File: config.mk
export PLATFORM = sky130hd
export DESIGN_NAME = pool_layer
export DESIGN_NICKNAME = d
export VERILOG_FILES = /design/src/rtl/pool_pkg.sv /design/src/rtl/max_tracker.sv /design/src/rtl/pool_layer.sv
export SDC_FILE = /design/constraint.sdc
export NUM_CORES = 1
export LEC_CHECK = 0
export ABC_AREA = 0
export CELL_PAD_IN_SITES_DETAIL_PLACEMENT = 1
export CELL_PAD_IN_SITES_GLOBAL_PLACEMENT = 2
export CORE_MARGIN = 8
export CORE_UTILIZATION = 32
export CTS_CLUSTER_DIAMETER = 50
export DETAILED_ROUTE_END_ITERATION = 16
export PLACE_DENSITY_LB_ADDON = 0.1
export SLEW_MARGIN = 5
export SYNTH_ARGS = -nofsm -noshare
export SYNTH_HDL_FRONTEND = slang
export SYNTH_SLANG_ARGS = --single-unit
export TNS_END_PERCENT = 50
File: constraint.sdc
create_clock -name clk -period 3.04 [get_ports clk]
set_clock_uncertainty 0.05 [all_clocks]
set_input_delay 0.456 -clock clk [delete_from_list [all_inputs] [get_ports clk]]
set_output_delay 0.456 -clock clk [all_outputs]
set_load 0.01 [all_outputs]
File: src/rtl/pool_pkg.sv
// pool_pkg: shared types and constants for the layer-1 max-pooling stage.
// Holds the pooling FSM state encoding, the memory select codes used on the
// shared csel-multiplexed memory port, and the default geometry/data widths.
package pool_pkg;

    localparam int IMG_W_DEFAULT = 64;
    localparam int DW_DEFAULT    = 20;
    localparam int AW_DEFAULT    = 12;

    localparam logic [2:0] CSEL_NONE  = 3'b000;
    localparam logic [2:0] CSEL_L0_K0 = 3'b001;
    localparam logic [2:0] CSEL_L0_K1 = 3'b010;
    localparam logic [2:0] CSEL_L1_K0 = 3'b011;
    localparam logic [2:0] CSEL_L1_K1 = 3'b100;
    localparam logic [2:0] CSEL_L2    = 3'b101;

    typedef enum logic [2:0] {
        IDLE,
        READ,
        LAST,
        WRITE,
        WRFL,
        DONE
    } state_t;

endpackage

File: src/rtl/max_tracker.sv
// max_tracker: running signed maximum over the samples of one pooling window.
// Ports:
//   clk     - rising-edge clock
//   reset   - asynchronous active-low reset (clears the max to 0)
//   load    - take sample unconditionally (first sample of a window)
//   update  - take sample only if it is strictly greater (signed)
//   sample  - incoming DW-bit signed sample
//   max_val - registered running maximum
module max_tracker
    import pool_pkg::*;
#(
    parameter int DW = DW_DEFAULT
) (
    input  logic          clk,
    input  logic          reset,
    input  logic          load,
    input  logic          update,
    input  logic [DW-1:0] sample,
    output logic [DW-1:0] max_val
);

    // Strictly-greater keeps the earlier sample on ties; the value is the same
    // either way, so ties never cause a spurious register update.
    always_ff @(posedge clk or negedge reset) begin
        if (!reset) begin
            max_val <= '0;
        end else if (load) begin
            max_val <= sample;
        end else if (update && ($signed(sample) > $signed(max_val))) begin
            max_val <= sample;
        end
    end

endmodule

File: src/rtl/pool_layer.sv
// pool_layer: 2x2 max-pooling of both layer-0 channels into layer-1 memories.
// Reads every non-overlapping 2x2 window through the shared memory port,
// keeps the signed maximum and writes it to the pooled map of that channel.
// Optional feature macro: POOL_FLATTEN_EN - also writes each pooled value to
// the layer-2 flatten memory at interleaved address 2*idx+ch.
// Ports:
//   clk, reset (async active-low), start (level, sampled in IDLE)
//   busy, done           - pass status; done is a one-cycle pulse
//   crd, caddr_rd        - read strobe/address, cdata_rd returns one cycle later
//   cwr, caddr_wr, cdata_wr - write strobe/address/data
//   csel                 - memory select (000 when neither strobe is high)
module pool_layer
    import pool_pkg::*;
#(
    parameter int IMG_W = IMG_W_DEFAULT,
    parameter int DW    = DW_DEFAULT,
    parameter int AW    = AW_DEFAULT
) (
    input  logic          clk,
    input  logic          reset,
    input  logic          start,
    output logic          busy,
    output logic          done,
    output logic          crd,
    output logic [AW-1:0] caddr_rd,
    input  logic [DW-1:0] cdata_rd,
    output logic          cwr,
    output logic [AW-1:0] caddr_wr,
    output logic [DW-1:0] cdata_wr,
    output logic [2:0]    csel
);

    localparam int PW = $clog2(IMG_W / 2);
    localparam int RW = $clog2(IMG_W);

    state_t        state, next_state;
    logic [1:0]    q, q_n;
    logic [PW-1:0] pr, pc, pr_n, pc_n;
    logic          ch, ch_n;
    logic          last_pix, advance;
    logic [AW-1:0] rd_addr_n, pix_idx_n, wr_addr_n;
    logic [2:0]    csel_n;

    assign last_pix = ch && (&pr) && (&pc);

`ifdef POOL_FLATTEN_EN
    assign advance = (state == WRFL);
`else
    assign advance = (state == WRITE);
`endif

    always_ff @(posedge clk or negedge reset) begin
        if (!reset) begin
            state <= IDLE;
        end else begin
            state <= next_state;
        end
    end

    always_comb begin
        next_state = state;
        case (state)
            IDLE:    if (start) next_state = READ;
            READ:    if (q == 2'd3) next_state = LAST;
            LAST:    next_state = WRITE;
`ifdef POOL_FLATTEN_EN
            WRITE:   next_state = WRFL;
            WRFL:    next_state = last_pix ? DONE : READ;
`else
            WRITE:   next_state = last_pix ? DONE : READ;
`endif
            DONE:    next_state = IDLE;
            default: next_state = IDLE;
        endcase
    end

    // Next values of the window counters. The outputs are registered, so the
    // address for a cycle is built from the counters that cycle will hold.
    always_comb begin
        q_n  = (state == READ) ? q + 2'd1 : 2'd0;
        pc_n = pc;
        pr_n = pr;
        ch_n = ch;
        if (state == IDLE) begin
            pc_n = '0;
            pr_n = '0;
            ch_n = 1'b0;
        end else if (advance) begin
            pc_n = pc + PW'(1);
            if (&pc) begin
                pr_n = pr + PW'(1);
                if (&pr) begin
                    ch_n = ~ch;
                end
            end
        end
    end

    // q[1] selects the lower row of the window, q[0] the right column, giving
    // the (0,0),(0,1),(1,0),(1,1) order as row*IMG_W+col.
    always_comb begin
        rd_addr_n = (AW'({pr_n, q_n[1]}) << RW) | AW'({pc_n, q_n[0]});
        pix_idx_n = (AW'(pr_n) << PW) | AW'(pc_n);
        wr_addr_n = '0;
        csel_n    = CSEL_NONE;
        case (next_state)
            READ: begin
                csel_n = ch_n ? CSEL_L0_K1 : CSEL_L0_K0;
            end
            WRITE: begin
                csel_n    = ch_n ? CSEL_L1_K1 : CSEL_L1_K0;
                wr_addr_n = pix_idx_n;
            end
`ifdef POOL_FLATTEN_EN
            WRFL: begin
                csel_n    = CSEL_L2;
                wr_addr_n = {pix_idx_n[AW-2:0], ch_n};
            end
`endif
            default: begin
                csel_n    = CSEL_NONE;
                wr_addr_n = '0;
            end
        endcase
    end

    always_ff @(posedge clk or negedge reset) begin
        if (!reset) begin
            q        <= '0;
            pr       <= '0;
            pc       <= '0;
            ch       <= 1'b0;
            busy     <= 1'b0;
            done     <= 1'b0;
            crd      <= 1'b0;
            cwr      <= 1'b0;
            caddr_rd <= '0;
            caddr_wr <= '0;
            csel     <= CSEL_NONE;
        end else begin
            q        <= q_n;
            pr       <= pr_n;
            pc       <= pc_n;
            ch       <= ch_n;
            busy     <= (next_state != IDLE);
            done     <= (next_state == DONE);
            crd      <= (next_state == READ);
            cwr      <= (next_state == WRITE) || (next_state == WRFL);
            caddr_rd <= (next_state == READ) ? rd_addr_n : '0;
            caddr_wr <= wr_addr_n;
            csel     <= csel_n;
        end
    end

    // Read data for sample q arrives while the FSM is at q+1 (or LAST for the
    // fourth sample), so the tracker strobes lag the read strobes by one cycle.
    max_tracker #(.DW(DW)) u_max (
        .clk    (clk),
        .reset  (reset),
        .load   ((state == READ) && (q == 2'd1)),
        .update (((state == READ) && (q >= 2'd2)) || (state == LAST)),
        .sample (cdata_rd),
        .max_val(cdata_wr)
    );

endmodule

==> results by group <==
Yosys
  • Post-Synthesis Cells: 354
  • Most instantiated flip-flop cell in the synthesis netlist: sky130_fd_sc_hd__dfrtp_1
  • Share of the yosys chip area belonging to registers: 46.6%
  • Synthesized flop and latch total: 65
  • Asr flop ratio synth: 100%
  • Ranking of synthesized cells by area: sky130_fd_sc_hd__dfrtp_1, sky130_fd_sc_hd__ha_1, sky130_fd_sc_hd__inv_1
  • Avg Cell Area, Syn: 9.86 µm²
  • Proportion of netlist area held by the largest area contributor: 46.6%
  • Count of flip-flops with a built-in enable after synthesis: 0
  • Cell variety after synth: 46
  • Total of warnings raised by yosys: 0
  • Synthesized cell area: 0.00349 mm²
  • Area leader, netlist: sky130_fd_sc_hd__dfrtp_1

Timing
  • Post-route minimum period: 2.57 ns
  • Final count of pins violating max slew: 0
  • RSZ-0062 raised after global routing: no
  • Worst setup slack after layout: 0.474 ns
  • Slew Limit Headroom: 61.8%
  • Hold slack: 0.0214 ns
  • Maximum clock frequency: 390 MHz
  • Share of the clock period used by the worst path: 84.4%
  • Final setup violation count: 0
  • Slew at the pin with the worst max-slew slack: 0.573 ns
  • Final hold vios: 0
  • Final sum of negative setup slack: 0 ns

Setup path
  • Launch point of the worst reg-to-reg path: u_max.max_val[19]
  • Crit end category: flip-flop
  • Required time of the critical path: 3.19 ns
  • Worst setup startpoint: cdata_rd[15]
  • Cell-by-cell listing of the critical path: clkdlybuf4s50_1 -> ha_1 -> nand4_1 -> nor4_2 -> a21boi_2 -> nor3_1 -> mux2i_2 -> buf_4 -> o221ai_1
  • Kind of cell adding the most delay to the critical path: buffers and inverters
  • Slowest-stage cell, CP: sky130_fd_sc_hd__clkdlybuf4s50_1
  • Max FO, Critical Path: 13
  • Sum of buffers and inverters on the critical path: 2
  • Worst reg2reg path endpoint: u_max.max_val[19]
  • Reg2reg path depth: 9
  • Register-to-register setup slack: 0.63 ns
  • Data arrival at the endpoint of the critical path: 2.72 ns
  • Start-to-end type of the worst setup path: in2reg
  • Setup crit start kind: primary input
  • Maximum single-stage delay on the critical path: 0.46 ns

Clocking
  • Buffers from clock root to sink, at most: 2
  • Number of resized instances in the post-cts repair step: 0
  • TritonCTS clock tree: yes
  • Clock slew at reported path FFs: 0.07 ns
  • Total setup buffers inserted after CTS: 0
  • Worst-skew pair later-pin latency: 0.34 ns
  • Number of CTS-inserted buffers: 9
  • Root buf cell: sky130_fd_sc_hd__clkbuf_8
  • Number of hold buffers added after cts: 0
  • Number of clock sinks seen by CTS: 65
  • Count of H-tree levels built during CTS: 3

Drt
  • Per-cell via count in the routed design: 5.00
  • Final wirelength: 9.45 mm
  • Total via count after detailed routing: 2872
  • Post-detailed-route DRC marker count: 0
  • Antenna-violating nets left: 0
  • Routed wire length per instance: 16.5 µm
  • Number of search-and-repair iterations in the first detailed-routing pass: 4
  • Number of DRC markers in iteration 0: 103

Finish
  • Cell area after layout: 0.00454 mm²
  • Area grow syn2layout: 30.0%
  • Final core utilization: 42.3%
  • Share of cells above drive strength 1: 10.1%
  • Final net count: 481
  • Antenna diode instance count: 0
  • Fillers: 1238
  • Final Instance Count excl. Fillers: 574

Hold path
  • Type of the worst min-delay path: in2async

GRT
  • Antenna violations before repair: 0
  • GRT Residual Overflow: 0
  • All-layer global routing usage: 13.5%
  • Vias in the first global route: 3153
  • Maximum number of pins on one net before global-route repair: 25
  • Global-route wire length before repair: 15.8 mm

Power
  • LEAKAGE: 2.22 nW
  • PnR Total Power: 2.54 mW
  • P per Cell Area: 559 mW/mm²
  • Worst IR Drop VDD: 0.000229 V

Floorplanning
  • # IOs: 74
  • DIE WIDTH: 120 µm
  • Initial Utilization: 32.5%
  • Full die area: 0.0145 mm²
  • Area inside the core boundary: 0.0107 mm²
  • Cell row count: 38
  • Vertical die dimension: 120 µm

Placement
  • Routability-driven placement congestion ratio: 0.734
  • Total instance count after detailed placement: 559
  • Post-Place Setup Slack: 0.0866 ns
  • Placed standard-cell area: 0.00437 mm²
  • Count of input and output buffers: 71
  • Estimated wirelength of the detail-placed design: 7.10 mm

Outcome
  • Run status: finished, final reports clean

Job
  • Max-Cap Viols: 0
## worst max path at each step
stage / to / slack, ns / cells after the start
after floorplan: u_max.max_val[10] / 0.84 / 9
after global placement: u_max.max_val[4] / 0.13 / 9
after detailed placement: u_max.max_val[19] / 0.09 / 9
after CTS: u_max.max_val[19] / 0.46 / 9
after global routing: u_max.max_val[19] / 0.29 / 9
final: u_max.max_val[19] / 0.47 / 9
## cell usage after synthesis, types with 5 or more instances
cell type,count
sky130_fd_sc_hd__a21oi_1,22
sky130_fd_sc_hd__a22oi_1,23
sky130_fd_sc_hd__and3_1,5
sky130_fd_sc_hd__buf_4,5
sky130_fd_sc_hd__clkbuf_1,9
sky130_fd_sc_hd__dfrtp_1,65
sky130_fd_sc_hd__ha_1,28
sky130_fd_sc_hd__inv_1,58
sky130_fd_sc_hd__nand2_1,19
sky130_fd_sc_hd__nor2_1,20
sky130_fd_sc_hd__nor2b_1,6
sky130_fd_sc_hd__nor3_1,6
sky130_fd_sc_hd__nor4_1,7
sky130_fd_sc_hd__o21ai_0,11
sky130_fd_sc_hd__o221ai_1,17
## cell usage in the layout, fill, tap and decap left out, types with 2 or more instances in the layout
| cell type | synthesis | routed |
|---|---|---|
| sky130_fd_sc_hd__a21o_1 | 2 | 2 |
| sky130_fd_sc_hd__a21oi_1 | 22 | 22 |
| sky130_fd_sc_hd__a22o_1 | 2 | 2 |
| sky130_fd_sc_hd__a22oi_1 | 23 | 23 |
| sky130_fd_sc_hd__a32oi_1 | 3 | 3 |
| sky130_fd_sc_hd__and3_1 | 5 | 5 |
| sky130_fd_sc_hd__and4_1 | 2 | 2 |
| sky130_fd_sc_hd__buf_4 | 5 | 12 |
| sky130_fd_sc_hd__clkbuf_8 | 0 | 9 |
| sky130_fd_sc_hd__clkdlybuf4s50_1 | 0 | 70 |
| sky130_fd_sc_hd__clkinv_4 | 0 | 3 |
| sky130_fd_sc_hd__clkinvlp_4 | 0 | 2 |
| sky130_fd_sc_hd__conb_1 | 1 | 2 |
| sky130_fd_sc_hd__dfrtp_1 | 65 | 65 |
| sky130_fd_sc_hd__ha_1 | 28 | 28 |
| sky130_fd_sc_hd__inv_1 | 58 | 58 |
| sky130_fd_sc_hd__mux2i_1 | 4 | 3 |
| sky130_fd_sc_hd__nand2_1 | 19 | 19 |
| sky130_fd_sc_hd__nand3_1 | 4 | 4 |
| sky130_fd_sc_hd__nand4_1 | 4 | 4 |
| sky130_fd_sc_hd__nor2_1 | 20 | 20 |
| sky130_fd_sc_hd__nor2b_1 | 6 | 6 |
| sky130_fd_sc_hd__nor3_1 | 6 | 6 |
| sky130_fd_sc_hd__nor4_1 | 7 | 7 |
| sky130_fd_sc_hd__o21a_1 | 2 | 2 |
| sky130_fd_sc_hd__o21ai_0 | 11 | 11 |
| sky130_fd_sc_hd__o221ai_1 | 17 | 17 |
| sky130_fd_sc_hd__o221ai_2 | 2 | 2 |
| sky130_fd_sc_hd__or2_2 | 3 | 3 |
## kinds of logic after synthesis
group	count (synthesis)	share of synthesized area (%)
AOI/OAI and AO/OA	92	18.9
other	1	0.107
buffers and inverters	79	9.78
adders and majority gates	28	10.0
and+or+nand+nor	83	12.5
DFF	65	46.6
muxes	6	2.11
## report_power, final
| group | switching [mW] | internal (mW) | leakage (nW) | total, mW |
|---|---|---|---|---|
| combinational | 0.408 | 0.399 | 1.33 | 0.807 |
| clock | 0.356 | 0.294 | 0.0813 | 0.650 |
| sequential | 0.106 | 0.975 | 0.807 | 1.08 |
| total | 0.870 | 1.67 | 2.22 | 2.54 |
## flip-flops by register name, indices dropped and copies added, names as in the netlist, 2 cells and up
signal,flops
u_max.max_val,20
caddr_wr,10
state,3
caddr_rd,12
csel,3
q,2
pc,5
pr,5
## routing by layer
| layer | GRT usage [%] | up-vias | wire length [µm] |
|---|---|---|---|
| li1 | - | 1386 | - |
| met1 | 15.0 | 1430 | 3970 |
| met2 | 24.3 | 46 | 4910 |
| met3 | 3.82 | 10 | 469 |
| met4 | 4.22 | 0 | 98 |
| met5 | 0 | - | 0 |
## layout make-up
class	instances	area (µm²)	share of cell area, %
Sequential cell	65	1630	35.8
Multi-Input combinational cell	211	1530	33.7
Timing Repair Buffer	84	816	18.0
Inverter	59	221	4.88
Tap cell	140	175	3.86
Clock buffer	9	124	2.73
Clock inverter	6	46.3	1.02
(Power assumes the default switching activity.)
